### src/rtl/stepper_drive_multi.sv
// Multi-channel unipolar stepper driver: per-channel move FSM, step timer and
// phase sequencer driving four coils in full-step (two-phase-on) or half-step mode.
module stepper_drive_multi #(
  parameter int CHANNELS    = 2,
  parameter int CW          = 16,
  parameter int DW          = 16,
  parameter bit HOLD_TORQUE = 1'b0
) (
  input  logic                     clk,
  input  logic                     rst,
  input  logic                     en,
  input  logic [CHANNELS-1:0]      cmd_valid,
  output logic [CHANNELS-1:0]      cmd_ready,
  input  logic [CHANNELS-1:0]      cmd_dir,
  input  logic [CHANNELS-1:0]      cmd_half,
  input  logic [CHANNELS*CW-1:0]   cmd_steps,
  input  logic [CHANNELS*DW-1:0]   cmd_div,
  input  logic [CHANNELS-1:0]      abort,
  output logic [CHANNELS-1:0]      busy,
  output logic [CHANNELS-1:0]      done,
  output logic [4*CHANNELS-1:0]    coil
);

  // state | meaning
  // IDLE  | waiting for a command, coils held or off
  // RUN   | stepping, timer counts clk cycles per step
  // FIN   | one-cycle done pulse after completion or abort
  typedef enum logic [1:0] {IDLE, RUN, FIN} state_t;

  function automatic logic [3:0] phase(input logic [2:0] i);
    logic [3:0] p;
    case (i)
      3'd0:    p = 4'b1000;
      3'd1:    p = 4'b1100;
      3'd2:    p = 4'b0100;
      3'd3:    p = 4'b0110;
      3'd4:    p = 4'b0010;
      3'd5:    p = 4'b0011;
      3'd6:    p = 4'b0001;
      default: p = 4'b1001;
    endcase
    return p;
  endfunction

  for (genvar g = 0; g < CHANNELS; g++) begin : g_ch
    state_t        state, state_n;
    logic [2:0]    idx, idx_n, stride;
    logic [DW-1:0] timer, timer_n, div, div_n, div_in;
    logic [CW-1:0] remain, remain_n, steps_in;
    logic          dir, dir_n, half, half_n;
    logic [3:0]    coil_q, coil_n;

    assign div_in   = cmd_div[g*DW +: DW];
    assign steps_in = cmd_steps[g*CW +: CW];

    always_ff @(posedge clk or posedge rst) begin
      if (rst) begin
        state  <= IDLE;
        idx    <= 3'd7;
        timer  <= '0;
        remain <= '0;
        div    <= DW'(1);
        dir    <= 1'b0;
        half   <= 1'b0;
        coil_q <= 4'b0000;
      end else begin
        state  <= state_n;
        idx    <= idx_n;
        timer  <= timer_n;
        remain <= remain_n;
        div    <= div_n;
        dir    <= dir_n;
        half   <= half_n;
        coil_q <= coil_n;
      end
    end

    always_comb begin
      state_n  = state;
      idx_n    = idx;
      timer_n  = timer;
      remain_n = remain;
      div_n    = div;
      dir_n    = dir;
      half_n   = half;
      // Full-step from an even index first realigns to the odd (two-phase-on) positions.
      stride   = (half || !idx[0]) ? 3'd1 : 3'd2;
      unique case (state)
        IDLE: begin
          if (cmd_valid[g] && en) begin
            dir_n    = cmd_dir[g];
            half_n   = cmd_half[g];
            div_n    = (div_in == '0) ? DW'(1) : div_in;
            remain_n = steps_in;
            timer_n  = '0;
            state_n  = (steps_in == '0) ? FIN : RUN;
          end
        end
        RUN: begin
          if (abort[g]) begin
            state_n = FIN;
          end else if (en) begin
            if (timer == div - DW'(1)) begin
              timer_n  = '0;
              idx_n    = dir ? idx - stride : idx + stride;
              remain_n = remain - CW'(1);
              if (remain == CW'(1)) state_n = FIN;
            end else begin
              timer_n = timer + DW'(1);
            end
          end
        end
        FIN:     state_n = IDLE;
        default: state_n = IDLE;
      endcase
      coil_n = (state_n == RUN || HOLD_TORQUE) ? phase(idx_n) : 4'b0000;
    end

    assign cmd_ready[g]    = (state == IDLE) && en;
    assign busy[g]         = (state == RUN);
    assign done[g]         = (state == FIN);
    assign coil[4*g +: 4]  = en ? coil_q : 4'b0000;
  end

endmodule

### config.mk
export PLATFORM = sky130hd
export DESIGN_NAME = stepper_drive_multi
export DESIGN_NICKNAME = d
export VERILOG_FILES = /design/src/rtl/stepper_drive_multi.sv
export SDC_FILE = /design/constraint.sdc
export NUM_CORES = 1
export LEC_CHECK = 0
export BUFFER_PORTS_ARGS = -buffer_cell sky130_fd_sc_hd__buf_2
export CORE_ASPECT_RATIO = 1.2
export CORE_MARGIN = 2
export CORE_UTILIZATION = 50
export CTS_BUF_LIST = sky130_fd_sc_hd__clkbuf_8
export CTS_CLUSTER_DIAMETER = 30
export DETAILED_ROUTE_END_ITERATION = 10
export HOLD_SLACK_MARGIN = 0.15
export PLACE_DENSITY_LB_ADDON = 0.15
export SETUP_SLACK_MARGIN = 0.15
export SYNTH_ARGS = -nofsm -noshare
export SYNTH_HDL_FRONTEND = slang
export SYNTH_SLANG_ARGS = --single-unit
### constraint.sdc
create_clock -name clk -period 4.39 [get_ports clk]
set_clock_uncertainty 0.1 [all_clocks]
set_input_delay 1.317 -clock clk [delete_from_list [all_inputs] [get_ports clk]]
set_output_delay 1.317 -clock clk [all_outputs]
set_load 0.01 [all_outputs]
# Word-level counts from Yosys, hierarchy flattened
# Cells that the tools add are included.
[word_totals]
regBits = 118
latch_bits = 0
ramBits = 0
mem_bits_ro = 0
output_inout_bits = 14
memories = 0
[op_classes]
addsub = 10
mul = 0
n_div = 0
order_cmp = 0
n_eq_ne = 30
shifts = 0
mux = 54
bitwise = 0
reduce_logical = 24
[op_table]
columns = ["cell", "n"]
rows = [
  ["$mux W16", 18],
  ["$pmux W16 S2", 4],
  ["$logic_not A16 Y1", 4],
  ["$sub A16 B1 Y16 const B", 4],
  ["$pmux W4 S7", 2],
  ["$add A16 B1 Y16 const B", 2],
  ["$eq A16 B1 Y1 const B", 2],
  ["$eq A16 B16 Y1", 2],
  ["$mux W3", 10],
  ["$mux W2", 14],
  ["$eq A3 B3 Y1 const B", 6],
  ["$mux W4", 4],
  ["$eq A3 B2 Y1 const B", 4],
  ["$ne A2 B2 Y1 const B", 6],
  ["$reduce_and A5 Y1", 2],
  ["$eq A2 B1 Y1 const B", 4],
  ["$pmux W2 S2", 2],
  ["$reduce_and A4 Y1", 2],
  ["$add A3 B2 Y3", 2],
  ["$eq A3 B1 Y1 const B", 2],
  ["$logic_not A3 Y1", 2],
  ["$sub A3 B2 Y3", 2],
  ["$eq A2 B2 Y1 const B", 2],
  ["$logic_and A1 B1 Y1", 4],
  ["6 further kinds", 12],
]

# Depth between registers and ports, before layout
[depth]
depth_word = 12
depth_mapped = 13

# Least setup slack after synthesis
# No wires, ideal clock.
[synth_timing]
path_type = "register to register"
from = "reg g_ch[0].div[0]"
to = "reg g_ch[0].coil_q[2]"
t_arrival_ns = 3.060
slack_ns = 1.089
path_stages_with_launch = 12
path_buffers = 1
synth_period_minus_slack_ns = 3.301
path_cell_list = "dfstp_2 -> clkbuf_1 -> inv_1 -> ha_1 -> or4b_4 -> o211a_1 -> nor4_2 -> o2111ai_1 -> or3_4 -> or3_4 -> a22oi_4 -> nor3_1"
[synth_between]
elab_chain_cells = 9
[synth_lines]
columns = ["item", "line", "source"]
rows = [
  ["start: declaration", "48", "logic [DW-1:0] timer, timer_n, div, div_n, div_in;"],
  ["start signal: assignment", "71", "div <= div_n;"],
  ["$sub A16 B1 Y16 *", "103", "if (timer == div - DW'(1)) begin"],
  ["$eq A16 B16 Y1 *", "103", ""],
  ["$mux W3", "103", ""],
  ["$mux W3", "102", "end else if (en) begin"],
  ["$mux W3", "100", "if (abort[g]) begin"],
  ["$mux W3", "88", "unique case (state)"],
  ["$eq A3 B3 Y1 (tied with other cells)", "32", "case (i)"],
  ["$pmux W4 S7", "32", ""],
  ["$mux W4 *", "116", "coil_n = (state_n == RUN || HOLD_TORQUE) ? phase(idx_n) : 4'b0000;"],
  ["net g_ch[0].coil_n[2]", "51", "logic [3:0] coil_q, coil_n;"],
  ["end signal: assignment", "74", "coil_q <= coil_n;"],
  ["end: declaration", "51", ""],
]
# The timed path passes the listed nets; every way through them passes the cells marked *.
# A chain may end at the register's enable or synchronous reset.

# Worst setup path in the final report
[layout_timing]
from = "reg g_ch[0].div[1]"
to = "reg g_ch[0].remain[10]"
[layout_between]
elab_chain_cells = 4
[layout_lines]
columns = ["item", "line", "source"]
rows = [
  ["$sub A16 B1 Y16", "103", ""],
  ["$eq A16 B16 Y1", "103", ""],
  ["$ne A2 B1 Y1 (no line)", "n/a", ""],
  ["$reduce_and A5 Y1 (no line)", "n/a", ""],
  ["end signal: assignment", "70", "remain <= remain_n;"],
  ["end: declaration", "49", "logic [CW-1:0] remain, remain_n, steps_in;"],
]
# No other way between the ends.

==> impl_metrics.yaml <==
setup_path:
  r2r-start: "g_ch[0].div[1]"
  cp.depth: 10
  endpoint_kind: "flop"
  cp_max_fo: 16
  worstPathBufferInverterCount: 1
  r2r-end: "g_ch[0].remain[10]"
  cp.arrival_ps: 3930
  crit_end: "g_ch[0].remain[10]"
  cp.required_ps: 4620
  worstPathCellList: "inv_1, ha_1, or4b_4, o211a_1, nor4_2, o2111ai_1, o31ai_1, and2_1, o21ai_0, a22o_1"
  worstSetupPathType: "reg2reg"
  crit_path_top_delay_cell: "and2_1"
  setup.worst_path.start_class: "flop"
  ff2ff_path_depth: 10
  cp-startpoint: "g_ch[0].div[1]"
  rrSetupSlack_ps: 690
  crit_family: "compound AO/OA/AOI/OAI gates"
  max_stage_delay_ps: 570
placed_design:
  portBuffers: 88
  dp_cells: 1063
  dp_hpwl_mm: 13.1
  place_congestion: 0.922
power_and_ir_drop:
  p_per_area_nw_per_um2: 438
  vdd_ir_drop_max_mv: 0.279
  leakagePower_nw: 3.58
  finalPower_mw: 3.68
clock_network:
  post-cts-setup-buffers: 0
  clk_pin_slew_worst_paths_ps: 80
  clock_latency_ps: 450
  cts.sinks: 118
  cts_hold_buf: 0
  htreeDepth: 4
  cts_tree: "yes"
  clockBufferDepth: 2
  numCtsBuffers: 17
  post_cts_resized: 0
  cts_root_buf: "clkbuf_8"
final_layout:
  final_core_util: 0.583
  finalNonFillerCells: 1095
  fin_nets: 992
  drive_gt1_frac: 0.220
  antenna_cells: 0
  area_delta_synth_final_pct: 13.7
global_routing:
  track_usage: 0.240
  overflow: 0
  grt_pass1_wl_mm: 30.2
  antenna_found_initial: 0
  first_global_vias: 6273
  grt_max_degree: 91
synth:
  synth_top_area_frac: 0.372
  synth_area_leaders: "dfrtp_1 (37%), nand2_1 (4.6%), xnor2_1 (4.3%)"
  yosysTopAreaCell: "dfrtp_1"
  synth-async-reset-ratio: 1.00
  syn_avg_cell_area_um2: 8.93
  synth-seq-cells: 118
  synthCells: 828
  synth.most_common_cell: "dfrtp_1"
  synth_warnings: 0
  netlist_area_um2: 7400
  synth-main-ff-cell: "dfrtp_1"
  synth_cell_type_count: 83
  synth_edf_count: 0
  syn_nets: 913
  synth_commonest_cells: "dfrtp_1 (110), nand2_1 (91), nor2_1 (79)"
  yosysSeqAreaShare: 0.401
hold_path:
  min_path_type: "reg2reg"
floorplan:
  ios: 89
  die_h_um: 137
  core_area_um2: 14400
  start_util: 0.513
  die_area_um2: 15800
  die_width_um: 115
  row_count: 48
routing:
  drt_iter0_markers: 430
  drt-pass1-iter-count: 5
  drc_errors: 0
  wl_per_cell_um: 16.4
  wirelength_mm: 17.9
  ant_nets: 0
  viasPerCell: 5.87
  vias: 6431
timing:
  tightestPinTransition_ps: 874
  rsz0062_at_grt: "false"
  hold_violations: 0
  period_share: 0.842
  final_max_slew_viol_count: 0
  finalSetupViolCount: 0
  clock.fmax_mhz: 270
  min_period_ps: 3700
  relSlewSlack: 0.413
  finalHoldWorstSlack_ps: 427
  fin_setup_tns_ps: 0
run_status:
  status: "complete, no violations"
job:
  maxCapViolations: 0
==> worst register-to-register path: stages, from the launching register on <==
cell and delay [ps]:
dfrtp_1 420, inv_1 80, ha_1 230, or4b_4 520
o211a_1 240, nor4_2 280, o2111ai_1 220, o31ai_1 460
and2_1 570, o21ai_0 200, a22o_1 260
==> worst min-delay path by stage <==
stage,startpoint,endpoint,slack (ps),cells past startpoint
floorplan,g_ch[0].div[15],g_ch[0].div[15],370,2
finish,g_ch[0].remain[12],g_ch[0].remain[12],430,1
global placement,g_ch[0].remain[12],g_ch[0].remain[12],400,1
CTS,g_ch[0].div[15],g_ch[0].div[15],430,2
detailed placement,g_ch[0].div[15],g_ch[0].div[15],400,2
global route,g_ch[0].div[15],g_ch[0].div[15],440,2
==> power by group <==
group | switching, mW | internal, mW
clock network | 0.440 | 0.647
registers | 0.300 | 1.32
logic | 0.529 | 0.453
total | 1.27 | 2.42
==> layout by cell type, fill, tap and decap left out, types with 14 or more instances in the layout <==
cell type  synthesis  routed
a21oi_1           31      31
and2_1            14      14
buf_2              3      88
clkbuf_8           0      23
dfrtp_1          110     110
inv_1             28      28
mux2_2            19      19
nand2_1           91      91
nand2b_1          16      16
nand3_1           33      33
nor2_1            79      79
nor3_1            29      29
nor4_1            31      31
o21ai_0           43      43
xnor2_1           36      36
xor2_1            23      23
==> state kept, by name (all words and copies together), names as in the netlist <==
register / count
g_ch.coil_q: 8
g_ch.dir: 2
g_ch.div: 32
g_ch.half: 2
g_ch.idx: 6
g_ch.remain: 32
g_ch.state: 4
g_ch.timer: 32
==> layout make-up <==
type                            instances  area, um2
Clock buffer                           23        317
Clock inverter                          9        121
Fill cell                            1325       6010
Inverter                               30        116
Multi-Input combinational cell        641       4140
Sequential cell                       118       2960
Tap cell                              175        219
Timing Repair Buffer                   99        536
==> layer usage <==
layer,vias to the layer above,global-route usage,share of wire
li1,3137,-,-
met1,3094,0.326,0.46
met2,169,0.391,0.48
met3,31,0.0396,0.045
met4,0,0.0837,0.017
met5,-,0,0
==> metrics by stage <==
step / instance area, um2 / setup slack [ps]
final: 8410 / 693
after global placement: 7970 / 818
after detailed placement: 7970 / 733
after floorplan: 7400 / 1090
after CTS: 8410 / 705
after global routing: 8410 / 451
==> logic make-up after synthesis <==
| kind of cell | count (synthesis) | synth area share |
|---|---|---|
| AOI/OAI and AO/OA | 169 | 0.162 |
| xor gates and xnor gates | 59 | 0.0699 |
| adders and majority gates | 10 | 0.0189 |
| buffers and inverters | 69 | 0.0408 |
| DFF | 118 | 0.401 |
| muxes | 23 | 0.0343 |
| and+or+nand+nor | 380 | 0.273 |
Power figures use the tool's default switching activity.
